**src/rtl/seq_arb_pkg.sv**
```systemverilog
// -----------------------------------------------------------------------------
// seq_arb_pkg
// Shared definitions for the "11100" detector arbiter:
//   - NUM_REQ       : number of bit-stream requesters (2)
//   - ST_*          : FSM state encoding (IDLE, ARB, STREAM, DRAIN, REPORT)
//   - frame_cnt_w() : width of the per-frame bit counter for a given FRAME_LEN
// -----------------------------------------------------------------------------
package seq_arb_pkg;

    localparam int NUM_REQ = 2;

    localparam logic [2:0] ST_IDLE   = 3'd0;
    localparam logic [2:0] ST_ARB    = 3'd1;
    localparam logic [2:0] ST_STREAM = 3'd2;
    localparam logic [2:0] ST_DRAIN  = 3'd3;
    localparam logic [2:0] ST_REPORT = 3'd4;

    // Enough bits to hold a count of 0..frame_len.
    function automatic int frame_cnt_w(input int frame_len);
        return $clog2(frame_len + 1);
    endfunction

endpackage

```
**src/rtl/rr_arbiter2.sv**
```systemverilog
// -----------------------------------------------------------------------------
// rr_arbiter2
// Two-way round-robin pick. With a single requester that requester wins; with
// both, the pointer decides. On an advance strobe the pointer moves to the
// requester that did not win, so a pending loser is served next.
// Ports:
//   clk      in   1        clock, rising edge
//   reset    in   1        synchronous, active-high (pointer -> 0)
//   req      in   NUM_REQ  request vector
//   advance  in   1        commit the current winner and rotate the pointer
//   win      out  NUM_REQ  one-hot winner (zero when no request)
// -----------------------------------------------------------------------------
module rr_arbiter2
    import seq_arb_pkg::*;
(
    input  logic               clk,
    input  logic               reset,
    input  logic [NUM_REQ-1:0] req,
    input  logic               advance,
    output logic [NUM_REQ-1:0] win
);

    logic ptr_q, ptr_d;

    always_comb begin
        win = req;
        if (&req) begin
            win = ptr_q ? 2'b10 : 2'b01;
        end
    end

    // Winner 0 hands priority to 1 and vice versa.
    always_comb begin
        ptr_d = ptr_q;
        if (advance && (|win)) begin
            ptr_d = win[0];
        end
    end

    always_ff @(posedge clk) begin
        if (reset) begin
            ptr_q <= 1'b0;
        end else begin
            ptr_q <= ptr_d;
        end
    end

endmodule

```
**src/rtl/seq_det_arbiter.sv**
```systemverilog
// -----------------------------------------------------------------------------
// seq_det_arbiter
// Shares one serial "11100" detector between two bit-stream requesters. Each
// grant is one frame of FRAME_LEN contiguous bits; the detector is held in
// reset until the first bit, its y pulses are counted (saturating) and the
// count is returned with a one-cycle done pulse to the granted requester.
// Build option: define SEQ_ARB_TIMEOUT_EN to abort a grant whose first bit
// does not arrive within TIMEOUT_CYC cycles.
// Ports:
//   clk      in   1        clock, rising edge
//   reset    in   1        synchronous, active-high
//   req      in   2        frame request, held until done
//   bit_vld  in   2        bit_in[i] valid
//   bit_in   in   2        serial data per requester
//   gnt      out  2        one-hot grant while streaming
//   det_rst  out  1        detector reset
//   det_x    out  1        detector serial input
//   det_y    in   1        detector Moore output (previous edge's bit)
//   done     out  2        one-cycle frame-end pulse
//   hit_cnt  out  CNT_W    hits of the finished frame (valid with done)
//   err      out  1        frame aborted (valid with done)
// -----------------------------------------------------------------------------
module seq_det_arbiter
    import seq_arb_pkg::*;
#(
    parameter int FRAME_LEN   = 15,
    parameter int CNT_W       = 4,
    parameter int TIMEOUT_CYC = 16
) (
    input  logic               clk,
    input  logic               reset,
    input  logic [NUM_REQ-1:0] req,
    input  logic [NUM_REQ-1:0] bit_vld,
    input  logic [NUM_REQ-1:0] bit_in,
    output logic [NUM_REQ-1:0] gnt,
    output logic               det_rst,
    output logic               det_x,
    input  logic               det_y,
    output logic [NUM_REQ-1:0] done,
    output logic [CNT_W-1:0]   hit_cnt,
    output logic               err
);

    localparam int             BCW      = frame_cnt_w(FRAME_LEN);
    localparam logic [BCW-1:0] LAST_BIT = BCW'(FRAME_LEN - 1);

    logic [2:0]         state_q, state_d;
    logic               w_q, w_d;
    logic [BCW-1:0]     bit_cnt_q, bit_cnt_d;
    logic               started_q, started_d;
    logic [CNT_W-1:0]   hits_q, hits_d;
    logic               err_q, err_d;
    logic               arb_adv;
    logic [NUM_REQ-1:0] arb_win;
    logic [NUM_REQ-1:0] w_onehot;
    logic               cur_vld, cur_bit;

`ifdef SEQ_ARB_TIMEOUT_EN
    localparam int            TW        = $clog2(TIMEOUT_CYC + 1);
    localparam logic [TW-1:0] WAIT_LAST = TW'(TIMEOUT_CYC - 1);
    logic [TW-1:0] wait_q, wait_d;
    logic          timeout;
    assign timeout = (wait_q == WAIT_LAST);
`else
    logic unused_timeout_cfg;
    assign unused_timeout_cfg = (TIMEOUT_CYC != 0);
`endif

    function automatic logic [CNT_W-1:0] sat_inc(input logic [CNT_W-1:0] v);
        return (&v) ? v : v + CNT_W'(1);
    endfunction

    rr_arbiter2 u_rr (
        .clk     (clk),
        .reset   (reset),
        .req     (req),
        .advance (arb_adv),
        .win     (arb_win)
    );

    assign w_onehot = w_q ? 2'b10 : 2'b01;
    assign cur_vld  = bit_vld[w_q];
    assign cur_bit  = bit_in[w_q];
    assign hit_cnt  = hits_q;
    assign err      = err_q;

    always_comb begin
        state_d   = state_q;
        w_d       = w_q;
        bit_cnt_d = bit_cnt_q;
        started_d = started_q;
        hits_d    = hits_q;
        err_d     = err_q;
        arb_adv   = 1'b0;
        gnt       = '0;
        done      = '0;
        det_rst   = 1'b1;
        det_x     = 1'b0;
`ifdef SEQ_ARB_TIMEOUT_EN
        wait_d    = wait_q;
`endif
        case (state_q)
            ST_IDLE: begin
                if (|req) state_d = ST_ARB;
            end
            ST_ARB: begin
                arb_adv   = 1'b1;
                w_d       = arb_win[1];
                bit_cnt_d = '0;
                started_d = 1'b0;
                hits_d    = '0;
                err_d     = 1'b0;
`ifdef SEQ_ARB_TIMEOUT_EN
                wait_d    = '0;
`endif
                state_d   = (|arb_win) ? ST_STREAM : ST_IDLE;
            end
            ST_STREAM: begin
                gnt     = w_onehot;
                det_x   = cur_vld & cur_bit;
                // Release the detector in the same cycle the first bit arrives
                // so that bit is consumed at the coming edge.
                det_rst = ~(started_q | cur_vld);
                // det_y lags one bit; it is meaningful only after a bit was taken.
                if (started_q && det_y) hits_d = sat_inc(hits_q);
                if (cur_vld) begin
                    started_d = 1'b1;
                    bit_cnt_d = bit_cnt_q + BCW'(1);
                    if (bit_cnt_q == LAST_BIT) state_d = ST_DRAIN;
                end else if (started_q) begin
                    // The detector has no enable: a gap corrupts its history.
                    err_d   = 1'b1;
                    state_d = ST_REPORT;
                end
`ifdef SEQ_ARB_TIMEOUT_EN
                else if (timeout) begin
                    err_d   = 1'b1;
                    hits_d  = '0;
                    state_d = ST_REPORT;
                end else begin
                    wait_d = wait_q + TW'(1);
                end
`endif
            end
            ST_DRAIN: begin
                // Collect the detector response to the final bit.
                det_rst = 1'b0;
                if (det_y) hits_d = sat_inc(hits_q);
                state_d = ST_REPORT;
            end
            ST_REPORT: begin
                done    = w_onehot;
                state_d = ST_IDLE;
            end
            default: state_d = ST_IDLE;
        endcase
    end

    always_ff @(posedge clk) begin
        if (reset) begin
            state_q   <= ST_IDLE;
            w_q       <= 1'b0;
            started_q <= 1'b0;
            hits_q    <= '0;
            err_q     <= 1'b0;
        end else begin
            state_q   <= state_d;
            w_q       <= w_d;
            started_q <= started_d;
            hits_q    <= hits_d;
            err_q     <= err_d;
        end
    end

    // Cleared in ARB before every frame, so it needs no reset.
    always_ff @(posedge clk) begin
        bit_cnt_q <= bit_cnt_d;
    end

`ifdef SEQ_ARB_TIMEOUT_EN
    always_ff @(posedge clk) begin
        if (reset) begin
            wait_q <= '0;
        end else begin
            wait_q <= wait_d;
        end
    end
`endif

endmodule
```
**config.mk**
```make
export PLATFORM = sky130hd
export DESIGN_NAME = seq_det_arbiter
export DESIGN_NICKNAME = d
export VERILOG_FILES = /design/src/rtl/seq_arb_pkg.sv /design/src/rtl/rr_arbiter2.sv /design/src/rtl/seq_det_arbiter.sv
export SDC_FILE = /design/constraint.sdc
export NUM_CORES = 1
export LEC_CHECK = 0
export CORE_UTILIZATION = 52
export CTS_BUF_LIST = sky130_fd_sc_hd__clkbuf_4 sky130_fd_sc_hd__clkbuf_8 sky130_fd_sc_hd__clkbuf_16
export CTS_CLUSTER_SIZE = 14
export DETAILED_ROUTE_END_ITERATION = 8
export PLACE_DENSITY_LB_ADDON = 0.15
export SYNTH_ARGS = -nofsm -noshare
export SYNTH_HDL_FRONTEND = slang
export SYNTH_SLANG_ARGS = --single-unit
```
**constraint.sdc**
```tcl
create_clock -name clk -period 3.1 [get_ports clk]
set_input_delay 0.62 -clock clk [delete_from_list [all_inputs] [get_ports clk]]
set_output_delay 0.62 -clock clk [all_outputs]
set_load 0.01 [all_outputs]
```
* Word level (Yosys, flattened, before mapping)
Cells that the tools add are included.
Word-level totals: logic and storage cells 68, register bits after elaboration 15, output and inout port bits 11, input bits 9
Operators by class: $lt $le $gt $ge 1, muxes and demuxes 29, add/subtract/negate cells 2, reductions and logical operators 13, equal/unequal tests 13, bitwise operators 3
Operators with widths (number):
- $mux 4 | 4
- $mux 2 | 6
- $mux 3 | 4
- $ne 2x2->1 const B | 6
- $pmux 3 s4 | 1
- $pmux 4 s3 | 1
- $mux 1 | 9
- $reduce_and 3->1 | 3
- $add 4x1->4 const B | 2
- $pmux 4 s2 | 1
- $eq 3x2->1 const B | 2
- $ne 3x3->1 const B | 2
- $pmux 1 s2 | 3
- $eq 4x4->1 const B | 1
- $reduce_and 2->1 | 2
- $reduce_and 4->1 | 1
- $reduce_or 2->1 | 2
- $eq 3x1->1 const B | 1
- $eq 3x3->1 const B | 1
- $logic_not 3->1 | 1
- $reduce_bool 3->1 | 1
- $logic_and 1x1->1 | 2
- $lt 1x2->1 const B | 1
- $reduce_bool 2->1 | 1
- 3 further kinds | 3

* Longest topological paths before layout
depth in word-level cells 5, gate-level depth with buffers 5, mapped depth without buffers 5

* By module
A second synthesis with hierarchy kept.
Unflattened totals: cells, all modules 96, area total of the unflattened synthesis 862.1 sq um
By module, submodules not included:
- seq_det_arbiter | area an instance 797.0 sq um, cells each 89, times used 1
- rr_arbiter2 | area an instance 65.1 sq um, cells each 7, times used 1

* Least setup slack after synthesis
No wires, ideal clock.
kind input to output, start input bit_vld[1], end output det_rst, arrival 1.230 ns, slack 1.250 ns, cell stages on the path 2, buffers on the path 0, cells stage by stage mux2_2 o31ai_1
On the way: word-level cells in the longest chain between the ends 5
Ends and longest elaborated chain:
- start, declared | RTL line seq_det_arbiter.sv:33 | input logic [NUM_REQ-1:0] bit_vld,
- $mux 1 (implied by the code) (2 in series) | RTL line seq_det_arbiter.sv:82 | assign cur_vld = bit_vld[w_q];
- $or 1x1->1 | RTL line seq_det_arbiter.sv:123 | det_rst = ~(started_q | cur_vld);
- $not 1->1 | RTL line seq_det_arbiter.sv:123
- $pmux 1 s2 | RTL line seq_det_arbiter.sv:102 | case (state_q)
- end, declared | RTL line seq_det_arbiter.sv:36 | output logic det_rst,
Every way passes these cells. The select of a mux whose other input is x is not followed.

* Worst setup path after layout
Ends and elaborated chain as after synthesis.

==> results.toml <==
[worst_setup_path]
critPathKind = "in2out"
rrSetupSlack_ps = 1500
path_cells = "clkdlybuf4s50_1 > mux2_2 > o31ai_1 > clkdlybuf4s50_1"
cpMaxStageDelayCell = "clkdlybuf4s50_1"
timing.rr.start = "state_q[1]$_SDFFE_PP0P_"
rr_worst_depth = 3
r2r_end = "bit_cnt_q[3]$_SDFFCE_PP0P_"
required_ps = 2480
cpPeakStageDelay_ps = 570
crit_top_cell = "clkdlybuf4s50_1"
startpoint_type = "primary input"
worst_setup_path_end_kind = "primary output"
crit_fanout = 3
worst_ep_arrival_time_ps = 2100

[cells_and_area]
nNetsFinal = 125
nFillCells = 137
drive_gt1_share_pct = 9.821
seq_area_um2 = 340.3
instances_no_fill = 128
postLayoutCellArea_mm2 = 0.001077
diodes = 0
multi_input_area_um2 = 491.7
areaGrowthSynthToFinish_pct = 24.78

[yosys]
synth-seq-cells = 15
synth_seq_area_share_pct = 39.42
synth_top_area_share_pct = 25.51
yosysTopAreaCell = "dfxtp_1"
yosys_warnings = 0
synth_edf_count = 4
syn_area_per_cell_um2 = 9.184
synth.area.top_cells = "dfxtp_1 26%, edfxtp_1 14%, ha_1 4.3%, nor2_1 4.3%, a21oi_1 4.1%"
synth_cell_types = 41
synth_top_flop_cell = "dfxtp_1"
syn_inst = 94
syn_area_um2 = 863.3
synth_nets = 106
ys_async_sr_fraction_pct = 0

[floorplanning]
die_x_um = 42.75
rows = 14
die-area_mm2 = 0.001827
core_area_mm2 = 0.001524
io_pins = 20
die_y_um = 42.75
start_util_pct = 56.65

[route]
vias = 765
drt_iter0_markers = 20
drc_errors = 0
avgRoutedWirePerCell_um = 14.36
viasPerCell = 5.977
wl_um = 1838
dr.pass1.iters = 4
ant_nets = 0

[cts]
cts.sinks = 15
cts_root_buffer = "clkbuf_4"
htreeDepth = 1
cts_tree = "yes"
holdBufCountCts = 0
clock_path_buffers = 2
clk_latency_ps = 290
cts_setup_buffers = 0
numCtsBuffers = 3
clkTransAtPathRegs_ps = 100
cts_resized = 0

[pwr]
irDropWorstVdd_mv = 0.2664
p_per_area_mw_per_mm2 = 398.2
p_leak_uw = 0.0003828

[timing]
tightest_slew_ps = 476.9
period_minus_slack_ps = 2717
drv_slew = 0
clock_skew_ps = 2.420
rsz0062_at_grt = "no"
finalCritPeriodShare_pct = 87.65
holdWs_ps = 481.5
setup_violations = 0
fmax_mhz = 368.0
finalHoldViolations = 0
finalSetupTns_ps = 0
relSlewSlack_pct = 68.10

[run]
cap_violations = 0

[place]
placed_area_mm2 = 0.001050
dp.cells = 124
routabilityCongestion = 0.7796
hpwlAfterDp_um = 1300
port_buffers = 19

[global_routing]
grt_usage_pct = 21.02
grt_antenna_before_repair = 0
grt_overflow_total = 0
grt_pass1_wl_um = 2925
first_global_vias = 668
grt_max_degree = 17

[hold_path]
min_path_cells = 1
worstHoldStart = "u_rr.ptr_q$_SDFFE_PP0P_"
worstHoldEndpoint = "u_rr.ptr_q$_SDFFE_PP0P_"
hold_path.class = "reg2reg"

[outcome]
outcome = "finished clean"
[kinds of logic (layout without fill, tap and decap cells)]
group           Yosys count  count (layout)  synth area share [%]
simple gates             44              44                 31.02
compound gates           20              20                 15.94
flops                    15              15                 39.42
buf+inv                   7              25                 3.622
fa+ha+maj                 3               3                 4.348
mux                       3               3                 3.623
xor+xnor                  2               2                 2.029
[per-layer routing]
| metal | share of wire (%) | global-route usage (%) |
|---|---|---|
| met3 | 5.0 | 5.106 |
| met4 | 1.2 | 7.500 |
| met1 | 48 | 29.44 |
| met5 | 0 | 0 |
| met2 | 45 | 31.21 |
[synthesized netlist by cell type (3+ instances only)]
master	count
nor2_1	10
nand3_1	5
a21oi_1	7
buf_2	3
nand2_1	6
edfxtp_1	4
nor2b_1	3
ha_1	3
dfxtp_1	11
[registers in the layout (all words and copies together), names as in the netlist]
register / cells
bit_cnt_q: 4
err: 1
hit_cnt: 4
started_q: 1
state_q: 3
u_rr.ptr_q: 1
w_q: 1
[area by class of cell]
type / instances / area share, %
clock buffers: 3 / 2.091
clock inverters: 1 / 0.4646
flip-flops and latches: 15 / 31.59
multi-input cells: 72 / 45.64
well taps: 16 / 1.858
inverters: 2 / 0.6969
repair buffers: 19 / 17.65
[cell usage in the layout, fill, tap and decap left out, drive strengths merged, types with 2 or more instances in the layout]
| cell | instances |
|---|---|
| o31ai | 2 |
| inv | 2 |
| edfxtp | 4 |
| nor2 | 10 |
| a21o | 2 |
| clkbuf | 3 |
| nor3b | 2 |
| o21ai | 2 |
| a21oi | 7 |
| clkdlybuf4s50 | 19 |
| nand2 | 6 |
| ha | 3 |
| nand4 | 2 |
| o211ai | 2 |
| dfxtp | 11 |
| nor4b | 2 |
| nand2b | 2 |
| mux2i | 2 |
| nand3 | 5 |
| nor2b | 3 |
| or3b | 2 |
[worst max-delay path by stage]
stage	start	to	slack [ps]	cells past startpoint
CTS	bit_vld[1]	det_rst	370	4
floorplan	bit_vld[1]	det_rst	1250	2
global route	bit_vld[0]	det_rst	300	4
detailed placement	bit_vld[1]	det_rst	380	4
global placement	bit_vld[1]	det_rst	400	4
finish	bit_vld[1]	det_rst	380	4
[worst max-delay path: cells and delay by family]
| family | cells | cell delay [ps] |
|---|---|---|
| buffers and inverters | 2 | 980 |
| multiplexers | 1 | 290 |
| AO/OA/AOI/OAI | 1 | 200 |
[power breakdown]
group          switching [uW]  total, uW  internal, uW  leakage, uW
Sequential               19.9        235           215     0.000128
Clock                    67.0        115          47.9    0.0000177
Combinational            38.4       78.6          40.2     0.000237
Total                     125        429           304     0.000383
[metrics by stage]
step / worst slack, ps / util (%) / total power [uW]
2_1_floorplan: 1250 / - / 287.3
3_3_place_gp: 397.7 / 68.88 / 314.9
3_5_place_dp: 379.5 / 68.88 / 317.9
4_1_cts: 371.5 / 70.69 / 430.9
5_1_grt: 299.0 / 70.69 / 448.2
6_report: 382.9 / 70.69 / 428.9
(Power assumes the default switching activity.)
